**config.mk**
```make
export PLATFORM = sky130hd
export DESIGN_NAME = tx_sched
export DESIGN_NICKNAME = d
export VERILOG_FILES = /design/src/rtl/tx_sched.sv
export SDC_FILE = /design/constraint.sdc
export NUM_CORES = 1
export LEC_CHECK = 0
export BUFFER_PORTS_ARGS = -buffer_cell sky130_fd_sc_hd__buf_2
export CORE_UTILIZATION = 39
export CTS_CLUSTER_SIZE = 16
export DETAILED_ROUTE_END_ITERATION = 6
export PLACE_DENSITY = 0.57
export SETUP_SLACK_MARGIN = 0.2
export SLEW_MARGIN = 20
export SYNTH_ARGS = -nofsm -noshare
export SYNTH_HDL_FRONTEND = slang
export SYNTH_SLANG_ARGS = --single-unit
```
**constraint.sdc**
```tcl
create_clock -name clk125 -period 6.6 [get_ports clk125]
set_input_delay 0.66 -clock clk125 [delete_from_list [all_inputs] [get_ports clk125]]
set_output_delay 0.66 -clock clk125 [all_outputs]
set_load 0.01 [all_outputs]
```
**src/rtl/tx_sched.sv**
```systemverilog
// tx_sched: two-producer grant arbiter and transmitter kick scheduler
// for a ping-pong TX buffer of two 1024-byte halves.
module tx_sched #(
  parameter int IFG_CYC  = 12,
  parameter int KICK_TO  = 16,
  parameter int FRAME_TO = 1100
) (
  input  logic       clk125,
  input  logic       rst_n,
  input  logic [1:0] req,
  output logic [1:0] gnt,
  output logic       wr_half,
  input  logic       done,
  output logic       idx,
  input  logic       txctl,
  output logic [1:0] full_cnt,
  output logic       busy,
  output logic       err_to,
  input  logic       err_clr
);

  typedef enum logic [1:0] {
    S_IDLE,
    S_KICK,
    S_BUSY,
    S_GAP
  } state_t;

  localparam logic [10:0] KICK_END  = 11'(KICK_TO - 1);
  localparam logic [10:0] FRAME_END = 11'(FRAME_TO - 1);
  localparam logic [10:0] IFG_END   = 11'(IFG_CYC - 1);

  state_t      r_state;
  logic [10:0] r_cnt;
  logic [1:0]  r_gnt;
  logic [1:0]  r_full;
  logic        r_wr_half;
  logic        r_ptr;
  logic        r_idx;
  logic        r_busy;
  logic        r_err;

  logic        w_inc;
  logic        w_kick_to;
  logic        w_frame_to;
  logic        w_rel;
  logic        w_dec;
  logic        w_grant;
  logic [1:0]  w_pick;

  assign w_inc = done && (r_gnt != 2'b00)
              && (r_full != 2'd2);

  assign w_kick_to = (r_state == S_KICK) && !txctl
                  && (r_cnt == KICK_END);

  assign w_frame_to = (r_state == S_BUSY) && txctl
                   && (r_cnt == FRAME_END);

  // A timed-out half is consumed just like a sent one.
  assign w_rel = w_kick_to || w_frame_to
              || ((r_state == S_BUSY) && !txctl);

  assign w_dec = w_rel && (r_full != 2'd0);

  assign w_grant = (r_gnt == 2'b00) && (r_full != 2'd2)
                && (req != 2'b00);

  always_comb begin
    w_pick = 2'b01;
    unique case (1'b1)
      (req == 2'b11): w_pick = r_ptr ? 2'b10 : 2'b01;
      (req == 2'b10): w_pick = 2'b10;
      default:        w_pick = 2'b01;
    endcase
  end

  always_ff @(posedge clk125 or negedge rst_n) begin
    if (!rst_n) begin
      r_gnt     <= 2'b00;
      r_wr_half <= 1'b1;
      r_ptr     <= 1'b0;
    end else if (w_inc) begin
      r_gnt     <= 2'b00;
      r_wr_half <= ~r_wr_half;
    end else if (w_grant) begin
      r_gnt <= w_pick;
      r_ptr <= w_pick[0];
    end
  end

  always_ff @(posedge clk125 or negedge rst_n) begin
    if (!rst_n) begin
      r_full <= 2'd0;
    end else if (w_inc && !w_dec) begin
      r_full <= r_full + 2'd1;
    end else if (w_dec && !w_inc) begin
      r_full <= r_full - 2'd1;
    end
  end

  always_ff @(posedge clk125 or negedge rst_n) begin
    if (!rst_n) begin
      r_state <= S_IDLE;
      r_cnt   <= 11'd0;
      r_idx   <= 1'b0;
      r_busy  <= 1'b0;
    end else begin
      unique case (r_state)
        S_IDLE: begin
          if (r_full != 2'd0) begin
            r_idx   <= ~r_idx;
            r_cnt   <= 11'd0;
            r_state <= S_KICK;
            r_busy  <= 1'b1;
          end
        end
        S_KICK: begin
          if (txctl) begin
            r_cnt   <= 11'd0;
            r_state <= S_BUSY;
          end else if (r_cnt == KICK_END) begin
            r_cnt   <= 11'd0;
            r_state <= S_GAP;
          end else begin
            r_cnt <= r_cnt + 11'd1;
          end
        end
        S_BUSY: begin
          if (!txctl || (r_cnt == FRAME_END)) begin
            r_cnt   <= 11'd0;
            r_state <= S_GAP;
          end else begin
            r_cnt <= r_cnt + 11'd1;
          end
        end
        S_GAP: begin
          // Gap restarts whenever the transmitter is still active.
          if (txctl) begin
            r_cnt <= 11'd0;
          end else if (r_cnt == IFG_END) begin
            r_cnt   <= 11'd0;
            r_state <= S_IDLE;
            r_busy  <= 1'b0;
          end else begin
            r_cnt <= r_cnt + 11'd1;
          end
        end
        default: begin
          r_cnt   <= 11'd0;
          r_state <= S_IDLE;
          r_busy  <= 1'b0;
        end
      endcase
    end
  end

  always_ff @(posedge clk125 or negedge rst_n) begin
    if (!rst_n) begin
      r_err <= 1'b0;
    end else if (w_kick_to || w_frame_to) begin
      r_err <= 1'b1;
    end else if (err_clr) begin
      r_err <= 1'b0;
    end
  end

  assign gnt      = r_gnt;
  assign wr_half  = r_wr_half;
  assign idx      = r_idx;
  assign full_cnt = r_full;
  assign busy     = r_busy;
  assign err_to   = r_err;

endmodule

```
==> run_results.csv <==
group,metric,value,unit
pwr,power.density,386.0,mW/mm^2
worst_setup_path,start_kind,"register",
yosys,seq_area_frac_synth,40.09,%
clock_network,clk_latency,0.32,ns
worst_setup_path,cpPeakStageDelay,0.43,ns
clock_network,cts.sinks,22,
sta,finalSetupViolations,0,
sta,finalSetupTns,0,ns
floorplan,initial_core_util,40.92,%
global_routing,gr-total-overflow,0,
clock_network,htreeDepth,1,
yosys,async_reset_ff_share,100.0,%
yosys,synth_compound_area_share,14.45,%
clock_network,cts_tree,"yes",
floorplan,die-width,61.41,um
yosys,synth_edf_count,0,
detailed_routing,drcViolationCount,0,
clock_network,ctsResizeCount,0,
detailed_routing,wire_per_inst,13.94,um
final_layout,n_antenna_cell,0,
floorplan,row_count,21,
yosys,synth.distinct_cells,38,
sta,slew_viol_final,0,
sta,rsz0062_at_grt,"no",
yosys,synthSimpleGateAreaFrac,26.45,%
yosys,syn_avg_cell_area,9.902,um^2
clock_network,postCtsSetupBuffers,0,
detailed_routing,drtPass1Iterations,4,
sta,slew_headroom,52.27,%
floorplan,fp.dieH,61.41,um
pwr,total_power,0.5902,mW
yosys,yosys-top-cells-count,"dfrtp_1 (21), nand2_1 (18), o21ai_0 (12)",
yosys,syn_inst,139,
global_routing,grt_pass1_vias,1018,
run_status,status,"finished, final reports clean",
final_layout,drive_gt1_share,22.08,%
detailed_routing,num_vias,1088,
yosys,synth-adder-area-share,5.455,%
sta,post-route-period-util,35.74,%
worst_setup_path,r2r_cells,10,
sta,tightest_slew,0.7112,ns
yosys,synth_top_area_share,38.18,%
clock_network,cts_hold_buf,0,
worst_setup_path,path_cells,"ha_1 > nor4b_2 > nand4_1 > o21ai_1 > nand2_1 > a2bb2o_1 > ha_1 > xor2_1 > nor2_1 > xor2_1",
final_layout,fin_area,0.001529,mm^2
yosys,synth_top_family_by_area,"simple AND/OR/NAND/NOR gates",
yosys,synth_nets,152,
yosys,netlist_area,0.001376,mm^2
sta,min_period,2.359,ns
final_layout,areaGrowthSynthToFinish,11.09,%
worst_setup_path,path_class,"reg -> reg",
place,hpwl,2009,um
sta,achievable-frequency,423.9,MHz
detailed_routing,dr.first_iter.drc_count,36,
global_routing,antenna_found_initial,0,
final_layout,num-nets-final,168,
floorplan,dieArea,0.003771,mm^2
worst_setup_path,crit_slowest_cell,"dfrtp_1",
worst_setup_path,timing.critical_path.buf_inv,0,
yosys,yosys.area.top_type,"dfrtp_1",
final_layout,fillers,353,
worst_setup_path,critical-path-top-delay-family,"simple AND/OR/NAND/NOR gates",
worst_setup_path,cp_max_fo,5,
yosys,yosysMostFrequentCell,"dfrtp_1",
yosys,synthMuxAreaShare,6.091,%
yosys,synth_seq_cells,22,
sta,hold_violations,0,
worst_setup_path,cp.arrival,2.61,ns
floorplan,core_area,0.003363,mm^2
detailed_routing,wl,2787,um
global_routing,grt_first_pass_wirelength,4636,um
yosys,yosysWarnings,0,
clock_network,cts_made_buffers,3,
clock_network,clkTransAtPathRegs,0.14,ns
clock_network,clockRootBuffer,"clkbuf_4",
global_routing,grt_max_degree,23,
place,io_buffers,14,
worst_hold_path,min_path_type,"in -> async",
pwr,p_leak,0.6738,nW
sta,holdWs,0.2784,ns
floorplan,io_pins,15,
yosys,ys.flop_type,"dfrtp_1",
place,place_area,0.001476,mm^2
global_routing,grt_usage,16.76,%
sta,final.setup_skew,0.006079,ns
detailed_routing,avgViaCountPerCell,5.440,
worst_setup_path,end_kind,"register",
worst_setup_path,crit_cells,10,
clock_network,clk_path_buf_depth,2,
job,cap_violations,0,
worst_setup_path,crit_required,6.85,ns
pwr,peakVddDrop,198.0,uV
yosys,synthTopCellsByArea,"dfrtp_1 (38%), nor3_2 (5.8%), ha_1 (5.5%)",
place,place_congestion,0.8177,
yosys,synth-xor-area-share,3.818,%
detailed_routing,postRouteAntennaNets,0,
cell families after synthesis:
logic type                 Yosys count
AOI/OAI and AO/OA                   30
xor gates and xnor gates             6
adders and majority gates            6
buffers and inverters                9
DFF                                 22
muxes                                8
and+or+nand+nor                     58
per-layer routing:
metal | routed length (um) | GRT usage [%] | part of all wire (%) | up-vias
met4 | 42 | 7.619 | 1.5 | 0
met5 | 0 | 0 | 0 | -
met3 | 94 | 2.311 | 3.4 | 6
li1 | - | - | - | 525
met2 | 1291 | 26.40 | 46 | 19
met1 | 1359 | 22.99 | 49 | 538
final timing paths:
path / from / slack [ns] / end
worst min-delay path: rst_n / 0.28 / r_cnt[8]
max in group asynchronous: rst_n / 5.96 / wr_half
min in group clk125: idx / 0.48 / idx
worst max register to register: r_cnt[0] / 4.24 / full_cnt[1]
worst max-delay path: r_cnt[0] / 4.24 / full_cnt[1]
worst min register to register: idx / 0.48 / idx
power breakdown:
part	leakage [nW]	switching (mW)	internal, mW
Sequential	0.280	0.0359	0.173
Combinational	0.366	0.163	0.111
Clock	0.0279	0.0452	0.0614
worst reg2reg max path: cells and delay by family, from the launching register on:
| family | cells | cell delay (ns) |
|---|---|---|
| AO/OA/AOI/OAI | 2 | 0.40 |
| adder cells (fa/ha/maj) | 2 | 0.43 |
| AND/OR/NAND/NOR | 4 | 0.75 |
| XOR/XNOR | 2 | 0.30 |
| flip-flops | 1 | 0.43 |
cell usage in the layout (no fill, tap or decap), types with 2 or more instances in the layout:
| master | netlist | final |
|---|---|---|
| nand2_1 | 18 | 18 |
| xnor2_1 | 3 | 3 |
| buf_2 | 0 | 14 |
| mux2_1 | 3 | 3 |
| nand2b_1 | 3 | 3 |
| nor3_1 | 2 | 2 |
| o21ai_1 | 6 | 6 |
| o31ai_1 | 2 | 2 |
| o21ai_0 | 12 | 12 |
| inv_1 | 5 | 5 |
| xor2_1 | 3 | 3 |
| ha_1 | 6 | 6 |
| mux2i_1 | 5 | 5 |
| a21oi_1 | 3 | 3 |
| nand3_1 | 6 | 6 |
| dfrtp_1 | 21 | 21 |
| and3_1 | 5 | 5 |
| nor2_1 | 5 | 5 |
| nor2b_1 | 3 | 3 |
| clkbuf_4 | 0 | 3 |
| nor3_2 | 8 | 8 |
layout make-up:
| type | count | area, um^2 | area share, % |
|---|---|---|---|
| clock buffers | 3 | 22.52 | 1.473 |
| clock inverters | 1 | 30.03 | 1.964 |
| repair buffers | 14 | 70.07 | 4.583 |
| inverters | 6 | 22.52 | 1.473 |
| flip-flops and latches | 22 | 551.8 | 36.09 |
| well taps | 46 | 57.56 | 3.764 |
| multi-input cells | 108 | 774.5 | 50.65 |
registers in the layout, indices dropped and copies added (netlist names):
register and cells:
r_cnt 11, full_cnt 2, gnt 2, r_state 2, busy 1, err_to 1
idx 1, r_ptr 1, wr_half 1
stage by stage:
stage	setup WS [ns]	util, %	instances
after detailed placement	4.301	43.90	196
after CTS	4.235	45.46	200
after global routing	4.090	45.46	200
after global placement	4.382	43.90	196
after floorplan	4.503	-	139
final	4.241	45.46	200
Power figures use the tool's default switching activity.
